===== src/rtl/ps2_key_tracker_if.sv =====
// Key-event stream between the PS/2 tracker and its consumer.
// The master presents the FIFO head; the slave accepts it with ev_ready.
interface ps2_key_tracker_if;
  logic       ev_valid;
  logic       ev_ready;
  logic [7:0] ev_code;
  logic       ev_ext;
  logic       ev_break;

  modport master (output ev_valid, ev_code, ev_ext, ev_break, input ev_ready);
  modport slave  (input ev_valid, ev_code, ev_ext, ev_break, output ev_ready);
endinterface


===== src/rtl/ps2_key_tracker.sv =====
// PS/2 receiver, E0/F0 prefix decoder, typematic filter and event FIFO.
// Emits clean make/break events and tracks the held key and press count.
module ps2_key_tracker #(
  parameter int DEPTH   = 8,
  parameter int CNT_W   = 8,
  parameter int TIMEOUT = 50000
) (
  input  logic                  clk,
  input  logic                  clrn,
  input  logic                  ps2_clk,
  input  logic                  ps2_data,
  input  logic                  clr_flags,
  ps2_key_tracker_if.master     ev,
  output logic                  held,
  output logic [7:0]            held_code,
  output logic                  held_ext,
  output logic [CNT_W-1:0]      press_cnt,
  output logic                  overflow,
  output logic                  parity_err
);
  localparam int AW   = $clog2(DEPTH);
  localparam int TO_W = $clog2(TIMEOUT + 1);
  localparam logic [AW:0]     FULL_CNT = (AW+1)'(DEPTH);
  localparam logic [TO_W-1:0] TO_LAST  = TO_W'(TIMEOUT - 1);

  typedef enum logic [1:0] {IDLE, EXT, BRK, EXT_BRK} state_t;

  // Frame layout after 11 LSB-first shifts: [0]=start, [8:1]=data, [9]=parity, [10]=stop
  function automatic logic frame_good(input logic [10:0] f);
    return (f[0] == 1'b0) && f[10] && (^f[9:1]);
  endfunction

  logic [2:0]      clk_sync, data_sync;
  logic            strobe;
  logic [10:0]     shreg;
  logic [10:0]     frame;
  logic [3:0]      bit_cnt;
  logic [TO_W-1:0] to_cnt;
  logic            byte_ok;
  logic [7:0]      byte_data;
  logic            bad_frame;

  assign frame     = {data_sync[2], shreg[10:1]};
  assign bad_frame = strobe && (bit_cnt == 4'd10) && !frame_good(frame);

  // Stage 0: synchronise and detect falling edges of ps2_clk
  always_ff @(posedge clk or negedge clrn) begin
    if (!clrn) begin
      clk_sync  <= '0;
      data_sync <= '0;
      strobe    <= 1'b0;
    end else begin
      clk_sync  <= {clk_sync[1:0], ps2_clk};
      data_sync <= {data_sync[1:0], ps2_data};
      strobe    <= clk_sync[2] & ~clk_sync[1];
    end
  end

  // Stage 1: bit assembly, frame check and idle timeout
  always_ff @(posedge clk or negedge clrn) begin
    if (!clrn) begin
      shreg     <= '0;
      bit_cnt   <= '0;
      to_cnt    <= '0;
      byte_ok   <= 1'b0;
      byte_data <= '0;
    end else begin
      byte_ok <= 1'b0;
      if (strobe) begin
        shreg  <= frame;
        to_cnt <= '0;
        if (bit_cnt == 4'd10) begin
          bit_cnt <= '0;
          if (frame_good(frame)) begin
            byte_ok   <= 1'b1;
            byte_data <= frame[8:1];
          end
        end else begin
          bit_cnt <= bit_cnt + 4'd1;
        end
      end else if (bit_cnt != 4'd0) begin
        if (to_cnt == TO_LAST) begin
          bit_cnt <= '0;
          to_cnt  <= '0;
        end else begin
          to_cnt <= to_cnt + 1'b1;
        end
      end else begin
        to_cnt <= '0;
      end
    end
  end

  // Stage 2: prefix decoder, typematic filter, FIFO write
  state_t state_q, state_d;
  logic   ev_fire, ev_ext_d, ev_brk_d;

  always_ff @(posedge clk or negedge clrn) begin
    if (!clrn) state_q <= IDLE;
    else       state_q <= state_d;
  end

  always_comb begin
    state_d  = state_q;
    ev_fire  = 1'b0;
    ev_ext_d = (state_q == EXT) || (state_q == EXT_BRK);
    ev_brk_d = (state_q == BRK) || (state_q == EXT_BRK);
    if (byte_ok) begin
      case (byte_data)
        8'hE0: state_d = EXT;
        8'hF0: begin
          case (state_q)
            IDLE:    state_d = BRK;
            EXT:     state_d = EXT_BRK;
            default: state_d = state_q;
          endcase
        end
        default: begin
          ev_fire = 1'b1;
          state_d = IDLE;
        end
      endcase
    end
  end

  logic key_match, is_repeat, push;
  assign key_match = (byte_data == held_code) && (ev_ext_d == held_ext);
  assign is_repeat = ev_fire && !ev_brk_d && held && key_match;
  assign push      = ev_fire && !is_repeat;

  always_ff @(posedge clk or negedge clrn) begin
    if (!clrn) begin
      held      <= 1'b0;
      held_code <= '0;
      held_ext  <= 1'b0;
      press_cnt <= '0;
    end else if (push && !ev_brk_d) begin
      held      <= 1'b1;
      held_code <= byte_data;
      held_ext  <= ev_ext_d;
      press_cnt <= press_cnt + 1'b1;
    end else if (push && ev_brk_d && held && key_match) begin
      held <= 1'b0;
    end
  end

  logic [9:0]  mem [DEPTH];
  logic [AW:0] wptr, rptr, count;
  logic        empty, full, pop, wr_en, ov_set;

  assign count  = wptr - rptr;
  assign empty  = (count == '0);
  assign full   = (count == FULL_CNT);
  assign pop    = !empty && ev.ev_ready;
  assign wr_en  = push && (!full || pop);
  assign ov_set = push && full && !pop;

  always_ff @(posedge clk) begin
    if (wr_en) mem[wptr[AW-1:0]] <= {ev_ext_d, ev_brk_d, byte_data};
  end

  always_ff @(posedge clk or negedge clrn) begin
    if (!clrn) begin
      wptr       <= '0;
      rptr       <= '0;
      overflow   <= 1'b0;
      parity_err <= 1'b0;
    end else begin
      if (wr_en) wptr <= wptr + 1'b1;
      if (pop)   rptr <= rptr + 1'b1;
      overflow   <= ov_set    | (overflow   & ~clr_flags);
      parity_err <= bad_frame | (parity_err & ~clr_flags);
    end
  end

  logic [9:0] head;
  assign head        = mem[rptr[AW-1:0]];
  assign ev.ev_valid = !empty;
  assign ev.ev_code  = empty ? 8'h00 : head[7:0];
  assign ev.ev_ext   = empty ? 1'b0  : head[9];
  assign ev.ev_break = empty ? 1'b0  : head[8];

endmodule

===== src/flat_wrapper.sv =====
// flat-port wrapper written by rule: the top's interface ports become plain ports
module ps2_key_tracker_flat 
#(
  parameter int DEPTH   = 8,
  parameter int CNT_W   = 8,
  parameter int TIMEOUT = 50000
)
  (clk, clrn, ps2_clk, ps2_data, clr_flags, held, held_code, held_ext, press_cnt, overflow, parity_err, ev_ev_valid, ev_ev_code, ev_ev_ext, ev_ev_break, ev_ev_ready);
  ps2_key_tracker_if ev_i ();
  input  logic clk;
  input  logic clrn;
  input  logic ps2_clk;
  input  logic ps2_data;
  input  logic clr_flags;
  output logic held;
  output logic [7:0] held_code;
  output logic held_ext;
  output logic [CNT_W-1:0] press_cnt;
  output logic overflow;
  output logic parity_err;
  output wire logic [$bits(ev_i.ev_valid)-1:0] ev_ev_valid;
  output wire logic [$bits(ev_i.ev_code)-1:0] ev_ev_code;
  output wire logic [$bits(ev_i.ev_ext)-1:0] ev_ev_ext;
  output wire logic [$bits(ev_i.ev_break)-1:0] ev_ev_break;
  input wire logic [$bits(ev_i.ev_ready)-1:0] ev_ev_ready;
  assign ev_ev_valid = ev_i.ev_valid;
  assign ev_ev_code = ev_i.ev_code;
  assign ev_ev_ext = ev_i.ev_ext;
  assign ev_ev_break = ev_i.ev_break;
  assign ev_i.ev_ready = ev_ev_ready;
  ps2_key_tracker #(.DEPTH(DEPTH), .CNT_W(CNT_W), .TIMEOUT(TIMEOUT)) u_core (.clk(clk), .clrn(clrn), .ps2_clk(ps2_clk), .ps2_data(ps2_data), .clr_flags(clr_flags), .ev(ev_i), .held(held), .held_code(held_code), .held_ext(held_ext), .press_cnt(press_cnt), .overflow(overflow), .parity_err(parity_err));
endmodule

===== config.mk =====
export PLATFORM = sky130hd
export DESIGN_NAME = ps2_key_tracker_flat
export DESIGN_NICKNAME = d
export VERILOG_FILES = /design/src/rtl/ps2_key_tracker_if.sv /design/src/rtl/ps2_key_tracker.sv /design/src/flat_wrapper.sv
export SDC_FILE = /design/constraint.sdc
export NUM_CORES = 1
export LEC_CHECK = 0
export BUFFER_PORTS_ARGS = -buffer_cell sky130_fd_sc_hd__buf_4
export CORE_MARGIN = 5
export CORE_UTILIZATION = 60
export CTS_CLUSTER_SIZE = 20
export DETAILED_ROUTE_END_ITERATION = 8
export HOLD_SLACK_MARGIN = 0.03
export PLACE_DENSITY = 0.79
export SYNTH_ARGS = -nofsm -noshare
export SYNTH_HDL_FRONTEND = slang
export SYNTH_SLANG_ARGS = --single-unit
export TNS_END_PERCENT = 100

===== constraint.sdc =====
create_clock -name clk -period 10.8 [get_ports clk]
set_input_delay 0.54 -clock clk [delete_from_list [all_inputs] [get_ports clk]]
set_output_delay 0.54 -clock clk [all_outputs]
set_load 0.02 [all_outputs]

==> impl_metrics.csv, run 1 <==
group,metric,value,unit
synthesis,synth.largest_area_cell,"edfxtp_1",
die,io-pin-count,37,
run_status,status,"finished clean",
clock_network,tritoncts,"yes",
routing,ant_nets,0,
layout,synthToLayoutAreaGrowth,14.7,%
sta,skew,11.0,ps
die,dieHeight,115,µm
worst_setup_path,arrival,4030,ps
global_route,overflow,0,
layout,final_nets,497,
hold_path,worstHoldEndpoint,"u_core.clk_sync[0]",
clock_network,path_clk_slew,60,ps
synthesis,synth_cells,439,
global_route,grt_max_degree,77,
synthesis,synth_edf_count,80,
routing,drcViolationCount,0,
layout,drive_gt1_frac,0.247,
synthesis,synth_area,6590,µm²
worst_setup_path,cp-end-kind,"flip-flop",
routing,vias_per_cell,5.86,
die,initial_core_util,0.611,
power_and_ir_drop,vdd_ir_drop_max,0.139,mV
synthesis,synth_area_leaders,"edfxtp_1 (36%), dfrtp_1 (29%), mux4_2 (6.8%)",
worst_setup_path,cp.required,10940,ps
sta,slew_headroom,0.150,
global_route,antenna_found_initial,0,
clock_network,h-tree-depth,4,
global_route,grt_use_total,0.212,
synthesis,ys_warn_count,0,
layout,n_antenna_cell,0,
synthesis,seq_area_frac_synth,0.653,
synthesis,avgSynthCellArea,15.0,µm²
layout,fin_util,0.701,
power_and_ir_drop,total_power,1.64,mW
global_route,use_met2,0.343,
synthesis,ys_ff_latch,156,
placement,place_area,7030,µm²
clock_network,hold_buffers,0,
hold_path,min_path_type,"in -> reg",
sta,setup_viol,0,
clock_network,cts_buffers,17,
die,core-area,10800,µm²
placement,dpl.hpwl,8480,µm
synthesis,yosysTopAreaCellShare,0.364,
worst_setup_path,cp-start-kind,"flip-flop",
layout,finalInstanceArea,7560,µm²
worst_setup_path,reg2reg_to,"u_core.mem[0][7]",
sta,holdWs,115,ps
sta,layout_min_cycle_time,3890,ps
sta,worst_slack,6910,ps
placement,place_inst,602,
sta,rsz0062_at_grt,"false",
synthesis,synth_cell_type_count,47,
sta,hold_viol_final,0,
placement,portBuffers,36,
sta,fin_tns_setup,0,ps
hold_path,hp-start,"ps2_clk",
worst_setup_path,reg2reg_slack,6910,ps
worst_setup_path,critPathKind,"reg -> reg",
die,dieWidth,115,µm
global_route,grt_pass1_wl,20700,µm
clock_network,cts.path.max_buffers,2,
clock_network,clock_sinks,156,
sta,drv_slew,0,
worst_setup_path,r2r-start,"u_core.rptr[1]",
run,maxCapViolCount,0,
die,rows,38,
hold_path,hold_depth,1,
placement,pre_cts_ws,6860,ps
clock_network,clockRootBuffer,"clkbuf_8",
sta,worst_slew_pin_slew,1260,ps
clock_network,insertion_delay,530,ps
global_route,met3_usage,0.0589,
die,die_area,13200,µm²
routing,routedWlPerCell,20.1,µm
synthesis,syn_nets,455,
placement,gp_congestion,0.827,
clock_network,post-cts-setup-buffer-count,0,
synthesis,async_reset_ff_frac,0.487,
global_route,grt_most_used_layer,"met2",
power_and_ir_drop,power_density,217,nW/µm²
routing,vias,3714,
worst_setup_path,worstRegToRegCells,7,
synthesis,ys.flop_type,"edfxtp_1",
power_and_ir_drop,power.leakage,3.06,nW
global_route,grt_pass1_vias,3965,
worst_setup_path,crit_fanout,24,
routing,postRouteWirelength,12700,µm
layout,layoutNonFillerInstCount,634,
clock_network,ctsResizeCount,0,
routing,drt_iter0_markers,211,
sta,fmax,0.257,GHz
routing,dr.pass1.iters,4,
sta,min_period_over_period,0.360,
global_route,grt_util_met1,0.276,
==> how the worst max path moves through the flow <==
| stage | startpoint | end | cells after the start |
|---|---|---|---|
| 3_5_place_dp | u_core.rptr[1] | u_core.mem[0][7] | 7 |
| 5_1_grt | u_core.rptr[1] | u_core.mem[0][9] | 7 |
| 4_1_cts | u_core.rptr[1] | u_core.mem[0][7] | 7 |
| 2_1_floorplan | u_core.rptr[2] | u_core.mem[4][0] | 8 |
| 6_report | u_core.rptr[1] | u_core.mem[0][7] | 7 |
| 3_3_place_gp | u_core.rptr[1] | u_core.mem[0][9] | 7 |
==> layout make-up <==
cell class,instances,area [µm²]
inverter,15,56.3
tap,140,175
clock inverter,10,100
multi-input combinational,253,2210
timing repair buffer,38,285
fill,710,3230
clock buffer,22,433
sequential,156,4300
==> where the power goes <==
part | switching (mW) | leakage, nW | total [mW] | internal (mW)
clock network | 0.216 | 0.253 | 0.540 | 0.324
logic | 0.193 | 1.11 | 0.377 | 0.184
registers | 0.0629 | 1.70 | 0.723 | 0.660
total | 0.471 | 3.06 | 1.64 | 1.17
==> flip-flops by register name (all words and copies together) (netlist names), 2 cells and up <==
name and flops:
u_core.held_code 8, u_core.mem 80, u_core.press_cnt 8, u_core.to_cnt 16
u_core.state_q 2, u_core.byte_data 8, u_core.wptr 4, u_core.rptr 4
u_core.data_sync 3, u_core.shreg 10, u_core.clk_sync 3, u_core.bit_cnt 4
==> cell usage in the layout (no fill, tap or decap), types with 3 or more instances in the layout <==
cell type | netlist | routed
nand2_1 | 34 | 34
nand4_1 | 7 | 7
xor2_1 | 20 | 20
nand3b_1 | 4 | 4
o21ai_0 | 6 | 6
mux2_2 | 29 | 29
ha_1 | 10 | 10
nor4b_2 | 0 | 3
mux4_2 | 20 | 20
o2111ai_1 | 3 | 3
clkbuf_16 | 0 | 16
clkbuf_1 | 11 | 5
nor2_1 | 23 | 23
nand3_1 | 10 | 10
a21oi_1 | 13 | 13
and2_1 | 3 | 3
xnor2_1 | 24 | 24
buf_4 | 0 | 38
edfxtp_1 | 80 | 80
nor3_1 | 4 | 4
dfrtp_1 | 76 | 76
and3_1 | 7 | 7
inv_1 | 15 | 15
clkinv_1 | 0 | 4
==> worst max-delay path, cell delays in order, from the launching register on <==
cell and delay (ps):
dfrtp_1 960, inv_1 110, ha_1 330, nand3b_1 130, and3b_1 200, o2111ai_1 360, o211ai_2 360, nor4_2 1030
==> per-layer routing <==
layer  wire length, µm  up-vias
met2              6330      109
li1                  -     1704
met3               662       29
met5                 0        -
met4               328        0
met1              5390     1872
==> cells in the mapped netlist (4+ instances only) <==
library cell  number
a21oi_1           13
and3_1             7
clkbuf_1          11
dfrtp_1           76
edfxtp_1          80
ha_1              10
inv_1             15
mux2_2            29
mux4_2            20
nand2_1           34
nand3_1           10
nand3b_1           4
nand4_1            7
nor2_1            23
nor3_1             4
nor4b_1            4
o21ai_0            6
xnor2_1           24
xor2_1            20
==> logic make-up after synthesis <==
family | after synthesis | share of synthesized area
AO/OA/AOI/OAI | 31 | 0.0304
XOR/XNOR | 45 | 0.0619
adder cells (fa/ha/maj) | 10 | 0.0190
buffers and inverters | 30 | 0.0176
flip-flops | 156 | 0.653
multiplexers | 51 | 0.121
AND/OR/NAND/NOR | 116 | 0.0973
(Power assumes the default switching activity.)
==> run 2: changes to the inputs <==
==> constraint.sdc (replaced) <==
create_clock -name clk -period 3.6 [get_ports clk]
set_input_delay 0.18 -clock clk [delete_from_list [all_inputs] [get_ports clk]]
set_output_delay 0.18 -clock clk [all_outputs]
set_load 0.02 [all_outputs]
==> impl_metrics.csv, run 2 (synthesis results as in run 1) <==
group,metric,value,unit
run_status,status,"finished clean",
die,core-area,10800,µm²
power_and_ir_drop,power.leakage,3.14,nW
routing,vias,3773,
sta,setup_viol,0,
clock_network,tritoncts,"yes",
routing,wl_met3,696,µm
routing,top_layer,"met4",
die,die_area,13200,µm²
placement,pre_cts_ws,315,ps
global_route,antenna_found_initial,0,
sta,worst_slew_pin_slew,940,ps
worst_setup_path,crit_fanout,13,
sta,skew,7.93,ps
clock_network,insertion_delay,520,ps
sta,slew_headroom,0.373,
run,maxCapViolCount,0,
routing,wl_met2,6230,µm
worst_setup_path,arrival,3600,ps
placement,place_area,7090,µm²
clock_network,clockRootBuffer,"clkbuf_8",
die,initial_core_util,0.611,
die,dieWidth,115,µm
routing,dr.pass1.iters,4,
global_route,overflow,0,
clock_network,clock_sinks,156,
global_route,grt_pass1_vias,3877,
clock_network,path_clk_slew,60,ps
sta,hold_viol_final,0,
global_route,grt_pass1_wl,20800,µm
layout,fillers,669,
layout,fin_util,0.715,
sta,fin_tns_setup,0,ps
layout,finalInstanceArea,7710,µm²
die,dieHeight,115,µm
layout,mostFrequentLayoutCell,"edfxtp_1",
clock_network,h-tree-depth,4,
worst_setup_path,cp-end-kind,"flip-flop",
layout,final_nets,510,
layout,largest_reg_flops,80,
layout,final_cell_mix,"edfxtp_1 (80), dfrtp_1 (76), buf_4 (46), nand2_1 (34), mux2_2 (29)",
global_route,grt_max_degree,77,
global_route,grt_use_total,0.212,
worst_setup_path,path_cells,"inv_1 -> ha_1 -> a21oi_1 -> a21boi_0 -> o2111ai_1 -> o211ai_2 -> nor4bb_2 -> buf_4",
worst_setup_path,critPathMaxStageDelay,590,ps
hold_path,min_path_type,"in -> reg",
layout,n_antenna_cell,0,
clock_network,cts_buffers,17,
routing,wirelength_met1,5500,µm
worst_setup_path,critPathKind,"reg -> reg",
power_and_ir_drop,total_power,5.03,mW
sta,fmax,0.296,GHz
placement,gp_congestion,0.815,
routing,postRouteWirelength,12800,µm
layout,synthToLayoutAreaGrowth,17.0,%
worst_setup_path,cp.required,3820,ps
power_and_ir_drop,power_density,651,nW/µm²
die,rows,38,
sta,rsz0062_at_grt,"false",
routing,ant_nets,0,
routing,drt_iter0_markers,197,
worst_setup_path,cp-start-kind,"flip-flop",
placement,portBuffers,36,
clock_network,cts.path.max_buffers,2,
routing,routedWlPerCell,19.7,µm
sta,layout_min_cycle_time,3380,ps
sta,worst_slack,219,ps
layout,drive_gt1_frac,0.264,
sta,drv_slew,0,
power_and_ir_drop,vdd_ir_drop_max,0.420,mV
placement,dpl.hpwl,8630,µm
clock_network,post-cts-setup-buffer-count,0,
routing,vias_per_cell,5.83,
die,io-pin-count,37,
sta,min_period_over_period,0.939,
worst_setup_path,crit_slowest_cell,"dfrtp_1",
routing,drcViolationCount,0,
## run 2: path summary, 6_finish.rpt
check / from / to / slack (ps) / cells past startpoint
max in group asynchronous: clrn / u_core.shreg[1] / 2650 / 2
setup / recovery: u_core.rptr[2] / u_core.mem[6][9] / 220 / 8
setup reg to reg: u_core.rptr[2] / u_core.mem[6][9] / 220 / 8
hold / removal: ps2_clk / u_core.clk_sync[0] / 310 / 2
min in group asynchronous: clrn / u_core.to_cnt[7] / 330 / 2
hold reg to reg: u_core.data_sync[1] / u_core.data_sync[2] / 350 / 0
## run 2: repair_timing
action | CTS | global route
endpoints found under the hold margin | 82 | 0
resized for setup | 0 | 0
hold buffers | 5 | 0
## run 2: layer usage
layer | global-route usage | vias up
li1 | - | 1725
met1 | 0.289 | 1912
met2 | 0.329 | 113
met3 | 0.0605 | 23
met4 | 0.0829 | 0
met5 | 0 | -
## run 2: worst max-delay path, delay by kind of cell (launching register included)
kind            cells  cell delay, ps
flops               1             590
fa+ha+maj           1             410
simple gates        1             350
compound gates      4            1210
buf+inv             2             530
## run 2: metrics by stage
| stage | cells | hold WS [ps] |
|---|---|---|
| 6_report | 647 | 310 |
| 3_3_place_gp | 610 | 291 |
| 3_5_place_dp | 610 | 295 |
| 4_1_cts | 647 | 287 |
| 5_1_grt | 647 | 294 |
| 2_1_floorplan | 439 | -116 |
## run 2: area by class of cell
| class | count | area [µm²] | share of cell area |
|---|---|---|---|
| Multi-Input combinational cell | 253 | 2210 | 0.287 |
| Clock buffer | 20 | 425 | 0.0551 |
| Inverter | 15 | 56.3 | 0.00730 |
| Clock inverter | 12 | 148 | 0.0191 |
| Tap cell | 140 | 175 | 0.0227 |
| Timing Repair Buffer | 51 | 395 | 0.0512 |
| Sequential cell | 156 | 4300 | 0.558 |
## run 2: power by group
part           switching [mW]  internal, mW  leakage (nW)
clock                   0.665          1.05         0.270
sequential              0.144          1.98          1.70
combinational           0.624         0.563          1.17
total                    1.43          3.59          3.14
==> run 3: changes to the inputs <==
--- a/config.mk
+++ b/config.mk
@@ -6,7 +6,7 @@
 export NUM_CORES = 1
 export LEC_CHECK = 0
 export BUFFER_PORTS_ARGS = -buffer_cell sky130_fd_sc_hd__buf_4
-export CORE_MARGIN = 5
+export CORE_MARGIN = 2
 export CORE_UTILIZATION = 60
 export CTS_CLUSTER_SIZE = 20
 export DETAILED_ROUTE_END_ITERATION = 8
==> impl_metrics.csv, run 3 (synthesis results as in run 1) <==
group,metric,value,unit
die,die_area,11800,µm²
placement,dpl.hpwl,8220,µm
global_route,grt_pass1_wl,20400,µm
layout,n_antenna_cell,0,
die,rows,38,
layout,synthToLayoutAreaGrowth,17.1,%
worst_setup_path,r2r-start,"u_core.rptr[2]",
routing,routedWlPerCell,19.2,µm
worst_setup_path,cp-start-kind,"flip-flop",
die,dieHeight,109,µm
layout,multi_input_area,2210,µm²
routing,drt_iter0_markers,184,
sta,drv_slew,0,
die,dieWidth,109,µm
routing,postRouteWirelength,12400,µm
hold_path,hp-start,"ps2_data",
power_and_ir_drop,power_density,656,nW/µm²
layout,regArea,4300,µm²
sta,fmax,0.303,GHz
global_route,grt_most_used_layer,"met2",
clock_network,path_clk_slew,60,ps
routing,dr.pass1.iters,4,
hold_path,min_path_type,"in -> reg",
layout,final_nets,509,
sta,min_period_over_period,0.916,
worst_setup_path,startpoint,"u_core.rptr[2]",
worst_setup_path,critPathKind,"reg -> reg",
placement,gp_congestion,0.809,
worst_setup_path,crit_fanout,13,
placement,portBuffers,36,
clock_network,ctsResizeCount,0,
layout,largest_reg_flops,80,
clock_network,insertion_delay,520,ps
clock_network,hold_buffers,5,
routing,vias,3736,
power_and_ir_drop,power.leakage,3.16,nW
sta,setup_viol,0,
sta,hold_viol_final,0,
die,initial_core_util,0.611,
routing,ant_nets,0,
sta,layout_min_cycle_time,3300,ps
die,io-pin-count,37,
worst_setup_path,arrival,3520,ps
worst_setup_path,cp.required,3830,ps
clock_network,post-cts-setup-buffer-count,0,
run_status,status,"finished clean",
clock_network,cts.path.max_buffers,2,
layout,final_cell_mix,"edfxtp_1 (80), dfrtp_1 (76), buf_4 (45), nand2_1 (34), mux2_2 (29)",
die,core-area,10800,µm²
clock_network,cts_buffers,17,
sta,worst_slew_pin_slew,937,ps
clock_network,clockRootBuffer,"clkbuf_8",
sta,slew_headroom,0.375,
layout,mostFrequentLayoutCell,"edfxtp_1",
global_route,grt_util_met1,0.324,
layout,fillers,694,
worst_setup_path,cp-end-kind,"flip-flop",
global_route,grt_max_degree,77,
global_route,grt_use_total,0.238,
layout,drive_gt1_frac,0.257,
layout,layoutNonFillerInstCount,646,
sta,rsz0062_at_grt,"false",
placement,place_inst,609,
routing,drcViolationCount,0,
global_route,grt_pass1_vias,3859,
clock_network,tritoncts,"yes",
routing,vias_per_cell,5.78,
clock_network,clock_sinks,156,
sta,skew,6.43,ps
run,maxCapViolCount,0,
global_route,antenna_found_initial,0,
global_route,met3_usage,0.0634,
sta,fin_tns_setup,0,ps
power_and_ir_drop,vdd_ir_drop_max,0.454,mV
clock_network,h-tree-depth,4,
global_route,overflow,0,
global_route,use_met2,0.364,
-- run 3: critical path, stage by stage (launching register included) --
cell	delay [ps]
dfrtp_1	540
inv_1	260
ha_1	410
a21oi_1	250
a21boi_0	160
o2111ai_1	420
o211ai_2	360
nor4bb_2	370
buf_4	230
-- run 3: final timing paths --
path | endpoint | slack (ps) | cells after the start
min in group asynchronous | u_core.to_cnt[7] | 340 | 2
max | u_core.mem[6][8] | 300 | 8
min | u_core.data_sync[0] | 310 | 2
min reg2reg | u_core.data_sync[1] | 350 | 0
max in group asynchronous | u_core.wptr[0] | 2660 | 2
max reg2reg | u_core.mem[6][8] | 300 | 8
-- run 3: layer usage --
metal | vias up | share of wire
li1 | 1728 | -
met1 | 1891 | 0.44
met2 | 98 | 0.48
met3 | 19 | 0.060
met4 | 0 | 0.018
met5 | - | 0
-- run 3: stage by stage --
stage | power [mW] | area [µm²] | worst slack, ps | hold slack, ps | util
global placement | 3.29 | 7080 | 584 | 291 | 0.656
floorplan | 3.00 | 6590 | 93.1 | -116 | -
global route | 5.30 | 7720 | 56.7 | 296 | 0.716
CTS | 5.11 | 7720 | 336 | 286 | 0.716
detailed placement | 3.33 | 7080 | 414 | 291 | 0.656
finish | 5.06 | 7720 | 303 | 308 | 0.716
-- run 3: report_power, final --
part	switching (mW)	internal, mW
logic	0.622	0.558
clock network	0.629	1.13
registers	0.142	1.98
total	1.39	3.67
-- run 3: final cells by class --
class | instances | share of cell area
multi-input combinational | 253 | 0.286
clock inverter | 11 | 0.0193
tap | 140 | 0.0227
timing repair buffer | 50 | 0.0502
clock buffer | 21 | 0.0569
inverter | 15 | 0.00729
sequential | 156 | 0.557
